$ cat config.mk
export PLATFORM = sky130hd
export DESIGN_NAME = qracc_op_sequencer
export DESIGN_NICKNAME = d
export VERILOG_FILES = /design/src/rtl/qracc_pkg.sv /design/src/rtl/qracc_op_sequencer.sv
export SDC_FILE = /design/constraint.sdc
export NUM_CORES = 1
export LEC_CHECK = 0
export ABC_CLOCK_PERIOD_IN_PS = 1400
export CAP_MARGIN = 0
export CORE_UTILIZATION = 37
export CTS_CLUSTER_DIAMETER = 50
export DETAILED_ROUTE_END_ITERATION = 8
export GPL_TIMING_DRIVEN = 0
export PLACE_DENSITY = 0.78
export SYNTH_ARGS = -nofsm -noshare
export SYNTH_HDL_FRONTEND = slang
export SYNTH_SLANG_ARGS = --single-unit
export TNS_END_PERCENT = 5
$ cat constraint.sdc
create_clock -name clk -period 1.4 [get_ports clk]
set_input_delay 0.28 -clock clk [delete_from_list [all_inputs] [get_ports clk]]
set_output_delay 0.28 -clock clk [all_outputs]
set_load 0.1 [all_outputs]
$ cat src/rtl/qracc_pkg.sv
// Shared types for the QRAcc control path: sequencer states, config fields and
// the per-cycle sequencer control bundle.
package qracc_pkg;

  typedef enum logic [2:0] {
    ST_IDLE,
    ST_LOAD,
    ST_DRIVE,
    ST_CONVERT,
    ST_ACCUM,
    ST_WRITEBACK,
    ST_DONE
  } seq_state_t;

  typedef struct packed {
    logic [2:0] n_input_bits;
    logic       binary;
    logic [2:0] adc_ref_range_shifts;
  } qracc_config_t;

  typedef struct packed {
    logic       wl_en;
    logic       adc_start;
    logic       acc_clear;
    logic       acc_en;
    logic [2:0] bit_idx;
    logic       acc_msb;
  } qracc_seq_ctrl_t;

  // Index of the last bit plane; binary mode collapses to a single plane.
  function automatic logic [2:0] last_plane(input qracc_config_t cfg);
    return cfg.binary ? 3'd0 : cfg.n_input_bits;
  endfunction

endpackage

$ cat src/rtl/qracc_op_sequencer.sv
// Operation sequencer: per row tile, load activations, then a bit-serial
// drive/convert/accumulate loop, and finish with a writeback handshake.
module qracc_op_sequencer
  import qracc_pkg::*;
#(
  parameter int NUM_TILES   = 4,
  parameter int ADC_LATENCY = 2,
  parameter int TILE_W      = (NUM_TILES > 1) ? $clog2(NUM_TILES) : 1
) (
  input  logic              clk,
  input  logic              rst,
  input  logic              start_i,
  input  logic              clear_i,
  input  logic              stall_i,
  input  logic [2:0]        n_input_bits_cfg_i,
  input  logic              binary_cfg_i,
  input  logic [2:0]        adc_ref_range_shifts_i,
  input  logic              act_valid_i,
  output logic              act_ready_o,
  output logic              wl_en_o,
  output logic              adc_start_o,
  output logic [2:0]        adc_ref_shift_o,
  output logic              acc_clear_o,
  output logic              acc_en_o,
  output logic [2:0]        bit_idx_o,
  output logic              acc_msb_o,
  output logic [TILE_W-1:0] tile_idx_o,
  output logic              wb_valid_o,
  input  logic              wb_ready_i,
  output logic              busy_o,
  output logic              done_o
);

  localparam int                CNT_W     = (ADC_LATENCY > 1) ? $clog2(ADC_LATENCY) : 1;
  localparam logic [CNT_W-1:0]  CNT_LOAD  = CNT_W'(ADC_LATENCY - 1);
  localparam logic [TILE_W-1:0] LAST_TILE = TILE_W'(NUM_TILES - 1);

  seq_state_t        state, state_d;
  qracc_config_t     cfg;
  qracc_seq_ctrl_t   ctrl;
  logic              start_q, armed, start_edge, accept;
  logic              last_bit, last_tile;
  logic [2:0]        last_bit_q, bit_idx, bit_d;
  logic [TILE_W-1:0] tile_idx, tile_d;
  logic [CNT_W-1:0]  cnt, cnt_d;

  assign cfg = '{n_input_bits:         n_input_bits_cfg_i,
                 binary:               binary_cfg_i,
                 adc_ref_range_shifts: adc_ref_range_shifts_i};

  // armed stays low until start_i has been seen low, so a level held through
  // reset does not count as a rising edge.
  assign start_edge = start_i & ~start_q & armed;
  assign last_bit   = (bit_idx == last_bit_q);
  assign last_tile  = (tile_idx == LAST_TILE);

  always_comb begin
    // NOTE: every signal driven here gets a default first so no path leaves it unassigned and infers a latch.
    state_d     = state;
    bit_d       = bit_idx;
    tile_d      = tile_idx;
    cnt_d       = cnt;
    accept      = 1'b0;
    ctrl        = '0;
    ctrl.bit_idx = bit_idx;
    act_ready_o = 1'b0;
    wb_valid_o  = 1'b0;
    done_o      = 1'b0;

    case (state)
      ST_IDLE: begin
        if (start_edge) begin
          accept  = 1'b1;
          state_d = ST_LOAD;
        end
      end
      ST_LOAD: begin
        act_ready_o = 1'b1;
        if (act_valid_i) begin
          ctrl.acc_clear = 1'b1;
          bit_d          = 3'd0;
          state_d        = ST_DRIVE;
        end
      end
      ST_DRIVE: begin
        ctrl.wl_en     = 1'b1;
        ctrl.adc_start = 1'b1;
        ctrl.acc_msb   = last_bit;
        cnt_d          = CNT_LOAD;
        state_d        = ST_CONVERT;
      end
      ST_CONVERT: begin
        ctrl.wl_en   = 1'b1;
        ctrl.acc_msb = last_bit;
        if (cnt == '0) state_d = ST_ACCUM;
        else           cnt_d   = cnt - CNT_W'(1);
      end
      ST_ACCUM: begin
        ctrl.acc_en  = 1'b1;
        ctrl.acc_msb = last_bit;
        if (last_bit && last_tile) begin
          state_d = ST_WRITEBACK;
        end else if (last_bit) begin
          tile_d  = tile_idx + TILE_W'(1);
          state_d = ST_LOAD;
        end else begin
          bit_d   = bit_idx + 3'd1;
          state_d = ST_DRIVE;
        end
      end
      ST_WRITEBACK: begin
        wb_valid_o = 1'b1;
        if (wb_ready_i) state_d = ST_DONE;
      end
      ST_DONE: begin
        done_o  = 1'b1;
        bit_d   = 3'd0;
        tile_d  = '0;
        state_d = ST_IDLE;
      end
      default: begin
        bit_d   = 3'd0;
        tile_d  = '0;
        state_d = ST_IDLE;
      end
    endcase

    // Abort beats freeze; a frozen pulse reappears once because the state holds.
    if (clear_i) begin
      state_d = ST_IDLE;
      bit_d   = 3'd0;
      tile_d  = '0;
      cnt_d   = '0;
      accept  = 1'b0;
    end else if (stall_i) begin
      state_d        = state;
      bit_d          = bit_idx;
      tile_d         = tile_idx;
      cnt_d          = cnt;
      accept         = 1'b0;
      ctrl.adc_start = 1'b0;
      ctrl.acc_clear = 1'b0;
      ctrl.acc_en    = 1'b0;
      act_ready_o    = 1'b0;
      done_o         = 1'b0;
    end
  end

  always_ff @(posedge clk or posedge rst) begin
    if (rst) begin
      state           <= ST_IDLE;
      start_q         <= 1'b0;
      armed           <= 1'b0;
      last_bit_q      <= 3'd0;
      adc_ref_shift_o <= 3'd0;
      bit_idx         <= 3'd0;
      tile_idx        <= '0;
      cnt             <= '0;
    end else begin
      // NOTE: non-blocking assignments so every register samples pre-edge values regardless of statement order.
      state    <= state_d;
      start_q  <= start_i;
      bit_idx  <= bit_d;
      tile_idx <= tile_d;
      cnt      <= cnt_d;
      if (!start_i) armed <= 1'b1;
      if (accept) begin
        last_bit_q      <= last_plane(cfg);
        adc_ref_shift_o <= cfg.adc_ref_range_shifts;
      end
    end
  end

  assign wl_en_o     = ctrl.wl_en;
  assign adc_start_o = ctrl.adc_start;
  assign acc_clear_o = ctrl.acc_clear;
  assign acc_en_o    = ctrl.acc_en;
  assign acc_msb_o   = ctrl.acc_msb;
  assign bit_idx_o   = ctrl.bit_idx;
  assign tile_idx_o  = tile_idx;
  assign busy_o      = (state != ST_IDLE);

endmodule

# == Word level (Yosys, flattened, before mapping) ==
# Index checks and enable logic that the tools add are counted.
# word_totals
ff_bits,17
wordCells,88
out_inout_bits,17
# classes
add_sub_neg,3
reduce_logical,12
n_eq_ne,18
n_bitwise,3
muxes,44
# ops
cell,n
$mux 3,15
$ne 3x3->1 const B,7
$mux 1,20
$pmux 3 s6,1
$mux 2,5
$reduce_and 5->1,2
$eq 3x3->1 const B,3
$pmux 3 s3,1
$eq 3x2->1 const B,2
$reduce_bool 3->1,2
$reduce_or 5->1,1
$ne 2x1->1 const B,2
$pmux 2 s2,1
$reduce_and 4->1,1
$reduce_or 4->1,1
$add 3x1->3 const B,1
$eq 3x1->1 const B,1
$eq 3x3->1,1
$logic_not 3->1,1
$reduce_or 3->1,1
$add 2x1->2 const B,1
$and 1x1->1,2
$eq 2x2->1 const B,1
$ne 2x2->1 const B,1
6 further kinds,6

# == Depth between registers and ports, before layout ==
# Gate-level depths: netlist of the first run.
# logic_depth
depth_word,7
mapped_depth,5

# == Worst setup path after synthesis of the first run ==
# No wires, ideal clock.
# synth_timing
kind,flip-flop to output port
startpoint,register state[1]
endpoint,output port acc_clear_o
required_ns,1.120
setup_slack_ns,-2.444
t_arrival_ns,3.564
n_path_buf,0
stages_incl_launch_ff,3
cell_sequence,dfrtp_1 -> nand2b_1 -> nor4_1
# synth_via
elab_chain_len,4
# synth_lines
item,line,rtl
from (decl),qracc_op_sequencer.sv:38,"seq_state_t state, state_d;"
from (signal assigned),qracc_op_sequencer.sv:161,state <= state_d;
$eq 3x1->1 *,qracc_op_sequencer.sv:70,case (state)
$mux 1 *,qracc_op_sequencer.sv:70,
$mux 3,qracc_op_sequencer.sv:135,end else if (stall_i) begin
$mux 3 *,qracc_op_sequencer.sv:129,if (clear_i) begin
to (decl),qracc_op_sequencer.sv:23,"output logic acc_clear_o,"
# Mark *: on every way between the ends. The rest lies on a longest branch, timed or not.

# == Final worst setup path of the first run ==
# layout_timing
startpoint,"register bit_idx[1], in the netlist bit_idx_o[1]"
endpoint,output port acc_msb_o
# layout_via
elab_chain_len,2
# layout_lines
item,line,rtl
from (decl),qracc_op_sequencer.sv:43,"logic [2:0] last_bit_q, bit_idx, bit_d;"
from (signal assigned),qracc_op_sequencer.sv:163,bit_idx <= bit_d;
$eq 3x3->1,qracc_op_sequencer.sv:54,assign last_bit = (bit_idx == last_bit_q);
$mux 1,qracc_op_sequencer.sv:70,
to (decl),qracc_op_sequencer.sv:26,"output logic acc_msb_o,"
# Every way passes these cells.

==> metrics list, run 1 <==
- The floorplan step set the die width to 55.30 µm.
- In this run the number of H-tree levels came out at 1.
- Headroom to the max-slew limit: 0.5567
* Top-level port count: 31
* Share of final-layout standard cells stronger than drive strength 1: 0.4487
* Largest cells by area after synthesis: sky130_fd_sc_hd__dfrtp_1, sky130_fd_sc_hd__mux2_2, sky130_fd_sc_hd__nand2b_1
- Summed over all instances, the cell type with the most area after synthesis is sky130_fd_sc_hd__dfrtp_1.
- The number of different library cells used by synthesis comes to 40.
* Leakage power figure: 0.7365 nW
- At the end of the flow, the number of nets in the layout was 173.
- Setup violations remaining at the end of the flow were counted as 25.
- The final route contains 1,066 vias.
- The checks that failed: negative setup slack.
* Dominant combinational cell family by area after synthesis: simple AND/OR/NAND/NOR gates
- Category of the critical setup timing path: register to primary output
- Of the total synthesized cell area, the portion taken by XOR and XNOR cells is 0.02500.
- The die covers 3058 µm².
- For this run, design rule violations remaining after detail routing come to 0.
* Area growth from synthesis to final layout: 68.81%
- Worst supply voltage drop on vdd: 1204 µV
- Row generation in the floorplan step produced 18 rows.
- CP Capture Type: primary output
* Detailed-route wire length per cell: 15.38 µm
* Flip-flop cell with the highest count after synthesis: sky130_fd_sc_hd__dfrtp_1
- Data arrival time of the worst path: 1.58 ns
- Once placement finished, the instance area stood at 1479 µm².
- Timing would allow up to 0.5363 GHz.
- The initial antenna violation count came to 0.
* Placer's final routability congestion estimate: 0.8333
- Finished Cell Area: 1774 µm²
- Synth cell count leaders: sky130_fd_sc_hd__dfrtp_1, sky130_fd_sc_hd__nand2_1, sky130_fd_sc_hd__nor2_1
* Max-slew violation total from the final report: 0
- Power density over cell area: 811.2 nW/µm²
- Of all nets on the critical path, the largest fanout is 2.
- Ratio of routed vias to standard cells: 5.731
* Count of antenna diodes in the layout: 0
* First-pass GRT wire length: 4940 µm
* Fraction of the mapped netlist area in adder cells: 0.02381
* Clock tree sinks: 17
- The cell sitting at the root of the clock tree is a sky130_fd_sc_hd__clkbuf_4.
- The synthesized-area fraction occupied by ao, oa, aoi and oai cells is 0.1560.
- Once layout is complete, the utilization of the core stands at 0.6850.
* Share of synthesized flip-flops with an asynchronous set or reset: 1.000
* Number of standard cells in the layout, taps in and fillers out: 186
- Kind of start point of the critical path: register
* Synthesis Warnings: 0
- By instance count, the leading cell after synthesis is sky130_fd_sc_hd__dfrtp_1.
- Final Hold Fails: 0
* Num CTS Buffers: 3
* Maxcap violations: 0
- Worst clock skew: 0.01077 ns
- Hold Path Class: input pin to register
- Synthesis-stage register bit count: 17
- From bottom edge to top edge, the die measures 55.30 µm.
- Run status: finished, violations left
* Area of the mapped netlist: 1051 µm²
- Clock slew at reported path FFs: 0.10 ns
- After layout, the design draws a total of 1.439 mW.
- Placed instance count: 169
- At the later pin of the worst-skew pair, clock insertion delay measures 0.30 ns.
- For this configuration, the core starts out at a cell density of 0.4058.
- Sequential area share after synthesis: 0.4048
- Setup repair after global routing could not meet its margin everywhere.
- The count of nets left with antenna violations once routing finished came out at 0.
- In this run, post-CTS hold repair placed 0 buffers.
* Critical path required time: 1.12 ns
- Buffers on Ports: 29
- Final global-route overflow total: 0
- In the final timing run, aggregate negative setup slack is -6.861 ns.
- Entering global routing, the biggest net connects 18 pins.
- R2R Setup Slk: -0.34 ns
- Drt first-iter violations: 22
- Final HPWL from detailed placement: 1963 µm
- After synthesis, the share of cell area in mux cells is 0.07381.
- In the global route stage, overall resource usage came out at 0.2052.
- Across all hold checks on the routed design, the worst slack comes to 0.3082 ns.
* Area of the core: 2590 µm²
* Tcrit/Tclk final: 1.332
- The first detailed-routing pass ran for 4 iterations.
- Synthesized instance count: 110
* Syn Area/Cell: 9.555 µm²
* Total length of routed wires: 2861 µm
- The share of synthesized area in the top cell type comes to 0.4048.
* Syn Nets: 126
* Count of flip-flops with a built-in enable after synthesis: 0
* Buffer levels on the longest clock path: 2
- Period minus WS final: 1.865 ns
- TritonCTS clock tree: built
* Dpl ws: -1.692 ns
* Worst path setup slack after routing: -0.4645 ns
- Fill cells in the final layout number 195.
- For the pin with the worst max-slew slack, the measured transition is 0.6642 ns.
* Number of global-route vias before repair: 1,069
- Simple-gate share of the synthesized area: 0.2750
[worst paths after layout]
path                              start            end  cells after the start
max reg2reg                    state[0]  tile_idx_o[0]                      5
min in group asynchronous           rst       state[2]                      2
max                        bit_idx_o[1]      acc_msb_o                      5
max in group asynchronous           rst   bit_idx_o[0]                      2
min reg2reg                       armed          armed                      1
min                             clear_i       state[2]                      2
[report_power, final]
group          switching [mW]  internal [mW]
logic                   0.369          0.227
clock network           0.160          0.111
registers              0.0388          0.533
[layout make-up]
| class | instances | area, µm² | share of cell area |
|---|---|---|---|
| inverters | 6 | 22.52 | 0.01269 |
| flip-flops and latches | 17 | 439.2 | 0.2475 |
| multi-input cells | 82 | 734.5 | 0.4140 |
| repair buffers | 42 | 460.4 | 0.2595 |
| well taps | 30 | 37.54 | 0.02116 |
| clock buffers | 4 | 26.28 | 0.01481 |
| plain buffers | 5 | 53.80 | 0.03032 |
[cells by family (layout without fill, tap and decap cells)]
family,after synthesis,count (layout)
XOR/XNOR,3,3
adder cells (fa/ha/maj),2,2
AO/OA/AOI/OAI,23,23
AND/OR/NAND/NOR,47,47
flip-flops,17,17
multiplexers,7,7
buffers and inverters,11,57
[layout by cell type (no fill, tap or decap), drive strengths merged, types with 2 or more instances in the layout]
master	Yosys	layout
o21ai	5	5
nand4b	2	2
o211ai	2	2
a211o	2	2
nor4b	3	3
inv	6	6
buf	2	30
dfrtp	17	17
nand3	4	4
nor2b	5	5
clkdlybuf4s50	0	11
xnor2	3	3
mux2	6	6
clkbuf	3	7
clkdlybuf4s15	0	2
nand2b	6	6
ha	2	2
nand2	7	7
a21oi	3	3
nor3	5	5
a211oi	2	2
nor2	7	7
[flip-flops by register name, summed over array words and instances, names as in the netlist]
| signal | count |
|---|---|
| adc_ref_shift_o | 3 |
| bit_idx_o | 3 |
| last_bit_q | 3 |
| state | 3 |
| tile_idx_o | 2 |
| armed | 1 |
| cnt | 1 |
| start_q | 1 |
[worst max-delay path, cell delays in order (launching register included)]
cell and delay (ns):
sky130_fd_sc_hd__dfrtp_4 0.51, sky130_fd_sc_hd__xnor2_2 0.20, sky130_fd_sc_hd__nand3_2 0.12, sky130_fd_sc_hd__buf_8 0.14
sky130_fd_sc_hd__a21oi_4 0.13, sky130_fd_sc_hd__buf_12 0.19
[timing repair]
action / CTS / global route
setup buffers: 11 / 2
setup endpoints to repair: 31 / 27
resized for setup: 137 / 14
cloned: 0 / 0
pin swaps: 10 / 5
[per-layer routing]
metal / vias up / wire length, µm / track usage
met4: 0 / 73 / 0.1107
met2: 45 / 1466 / 0.3614
li1: 501 / - / -
met1: 514 / 1155 / 0.2436
met3: 6 / 166 / 0.02108
met5: - / 0 / 0
No activity file was read; power rests on OpenSTA's default activity.
==> run 2, diff against run 1 <==
Settings changed: CORE_MARGIN set to 5, CTS_BUF_LIST set to sky130_fd_sc_hd__clkbuf_4.
==> metrics list, run 2 (same netlist as run 1, synthesis figures left out) <==
- Run status: finished, violations left (unchanged)
* Violations in the final reports: negative setup slack (unchanged)
- The number of buffers created by CTS was 3 (unchanged).
* Total Negative Setup Slacks: -5.770 ns (was -6.861 ns)
- The logic depth of the worst register-to-register path is 5 (unchanged).
- The die width is 63.30 µm (was 55.30 µm).
- Worst path buffer plus inverter count: 2 (unchanged)
- Count of endpoints failing setup in the final report: 25 (unchanged)
* First-pass GRT wire length: 5340 µm (was 4940 µm)
- Buffer levels on the longest clock path: 2 (unchanged)
- Actual transition at the worst max-transition pin: 0.6500 ns (was 0.6642 ns)
- Period minus WS final: 1.876 ns (was 1.865 ns)
- The standard cell area after detailed placement came to 1480 µm² (was 1479 µm²).
- Post-route antenna net violation count: 0 (unchanged)
- The area of the placeable core is 2734 µm² (was 2590 µm²).
- CP Max Fanout: 2 (unchanged)
- The clock skew after layout came to 0.01873 ns (was 0.01077 ns).
* Share of final-layout standard cells stronger than drive strength 1: 0.5000 (was 0.4487)
- Maxcap violations: 0 (unchanged)
- Post-route DRC violation count: 0 (unchanged)
- Hold Path Class: input pin to register (unchanged)
* Initial cell density of the core: 0.3844 (was 0.4058)
- The number of clock sinks was 17 (unchanged).
* Endpoint of the worst hold-timing path: state[2] (unchanged)
- Crit path depth: 5 (unchanged)
- Worst path setup slack after routing: -0.4761 ns (was -0.4645 ns)
* Worst supply voltage drop on vdd: 797.4 µV (was 1204 µV)
- Destination of the worst register-to-register timing path: tile_idx_o[0] (unchanged)
- Achievable Freq: 0.5330 GHz (was 0.5363 GHz)
- The leakage power was 0.7559 nW (was 0.7365 nW).
- The filler cell count in the final layout is 200 (was 195).
* Number of antenna violations at the first check in global routing: 0 (unchanged)
- The number of standard cells in the final layout excluding fillers came to 187 (was 186).
- The hold path startpoint is clear_i (unchanged).
- Finished Cell Area: 1849 µm² (was 1774 µm²)
- The most common library cell in the layout ignoring fill and taps is sky130_fd_sc_hd__buf_4 (unchanged).
* CP Cell Sequence: xnor2_4 > nand3_2 > clkbuf_8 > a21oi_4 > buf_12 (was xnor2_2 > nand3_2 > buf_8 > a21oi_4 > buf_12)
- Dpl ws: -1.715 ns (was -1.692 ns)
- The total congestion overflow after global routing is 0 (unchanged).
- The startpoint of the worst register-to-register path is state[0] (unchanged).
- The stage delay of the slowest cell on the critical path came to 0.53 ns (was 0.51 ns).
- Global-route usage over all layers: 0.1612 (was 0.2052)
- The max-slew violation count came to 0 (unchanged).
* Area growth from synthesis to final layout: 75.95% (was 68.81%)
- Final HPWL from detailed placement: 2006 µm (was 1963 µm)
- Kind of cell with the highest combined delay on the critical path: flip-flops (unchanged)
- The floorplan row count was 19 (was 18).
- Power consumption: 1.466 mW (was 1.439 mW)
* Drt first-iter violations: 21 (was 22)
- The post-route clock period utilization came to 1.340 (was 1.332).
- Final #Nets: 173 (unchanged)
- Critical path required time: 1.12 ns (about the same)
- The final-report hold violation count was 0 (unchanged).
- The routed wire length was 3054 µm (was 2861 µm).
* Power density over cell area: 792.5 nW/µm² (was 811.2 nW/µm²)
- Cell with the largest stage delay on the worst path: sky130_fd_sc_hd__dfrtp_4 (unchanged)
- Clock latency reported for the late side of the worst-skew pair: 0.30 ns (about the same)
- Setup repair after global routing missed its margin: yes (unchanged)
- Buffers on Ports: 29 (unchanged)
- Maximum level of the CTS H-tree: 1 (unchanged)
- The routed wire length per instance was 16.33 µm (was 15.38 µm).
- The die outline area was 4006 µm² (was 3058 µm²).
- Data arrival time of the worst path: 1.60 ns (was 1.58 ns)
- The category of the most critical setup path is register to primary output (unchanged).
- The area of the multi-input gates came to 774.5 µm² (was 734.5 µm²).
* Routed via count: 1,069 (was 1,066)
- Top-level port count: 31 (unchanged)
- The total inserted antenna cells was 0 (unchanged).
* Placer's final routability congestion estimate: 0.8491 (was 0.8333)
- The maximum number of pins on one net before global-route repair is 18 (unchanged).
* CP Capture Type: primary output (unchanged)
- Placed instance count: 170 (was 169)
* Number of hold buffers added after cts: 0 (unchanged)
- Kind of start point of the critical path: register (unchanged)
- R2R Setup Slk: -0.35 ns (was -0.34 ns)
- Die boundary height: 63.30 µm (was 55.30 µm)
- The clock tree from TritonCTS is built (unchanged).
- The worst slew slack as a fraction of its limit is 0.5662 (was 0.5567).
- The number of global-route vias before repair is 1,122 (was 1,069).
- Leading cell types in the layout, fill and taps excluded: sky130_fd_sc_hd__buf_4, sky130_fd_sc_hd__dfrtp_1, sky130_fd_sc_hd__clkdlybuf4s50_1 (unchanged).
- The clock-pin slew on the worst setup and hold paths was 0.12 ns (was 0.10 ns).
* Hold Path Cell Cnt: 2 (unchanged)
- Root buf cell: sky130_fd_sc_hd__clkbuf_4 (unchanged)
- The area of all sequential standard cells is 440.4 µm² (was 439.2 µm²).
- The first-pass iteration count of the detailed router is 4 (unchanged).
* Ratio of routed vias to standard cells: 5.717 (was 5.731)
run 2: worst register-to-register path, delay by kind of cell, from the launching register on:
| family | cells | cell delay (ns) |
|---|---|---|
| simple gates | 4 | 1.12 |
| buf+inv | 1 | 0.15 |
| flops | 1 | 0.44 |
run 2: timing repair:
item / in CTS / in global routing
setup endpoints to repair: 31 / 27
gates resized for setup: 142 / 26
setup buffers: 11 / 2
pin swaps: 11 / 3
run 2: layer usage:
metal / global-route usage / share of wire
met1: 0.1980 / 0.40
met2: 0.2821 / 0.54
met3: 0.03020 / 0.048
met4: 0.05195 / 0.011
met5: 0 / 0
run 2: how the worst max path moves through the flow:
stage | to | slack [ns] | from
2_1_floorplan | acc_clear_o | -0.60 | state[1]
3_3_place_gp | done_o | -1.69 | stall_i
3_5_place_dp | done_o | -1.72 | stall_i
4_1_cts | acc_msb_o | -0.46 | bit_idx_o[2]
5_1_grt | acc_msb_o | -0.54 | bit_idx_o[0]
6_report | acc_msb_o | -0.48 | bit_idx_o[1]
run 2: power by group:
group	leakage, nW	total [mW]	switching [mW]	internal [mW]
clock	0.0177	0.275	0.169	0.106
sequential	0.210	0.579	0.0453	0.533
combinational	0.528	0.612	0.370	0.241
total	0.756	1.47	0.584	0.881
run 2: final cells by class:
| type | count | share of cell area |
|---|---|---|
| buffer | 5 | 0.03045 |
| clock buffer | 3 | 0.01218 |
| clock inverter | 1 | 0.002706 |
| inverter | 6 | 0.01421 |
| multi-input combinational | 82 | 0.4188 |
| sequential | 17 | 0.2382 |
| tap | 31 | 0.02097 |
| timing repair buffer | 42 | 0.2625 |
run 2: per-stage QoR:
stage / hold slack [ns] / utilization
6_report: 0.3203 / 0.6764
5_1_grt: 0.3202 / 0.6764
4_1_cts: 0.2994 / 0.6343
3_5_place_dp: 0.4823 / 0.5414
3_3_place_gp: 0.4754 / 0.5414
2_1_floorplan: 0.2061 / -
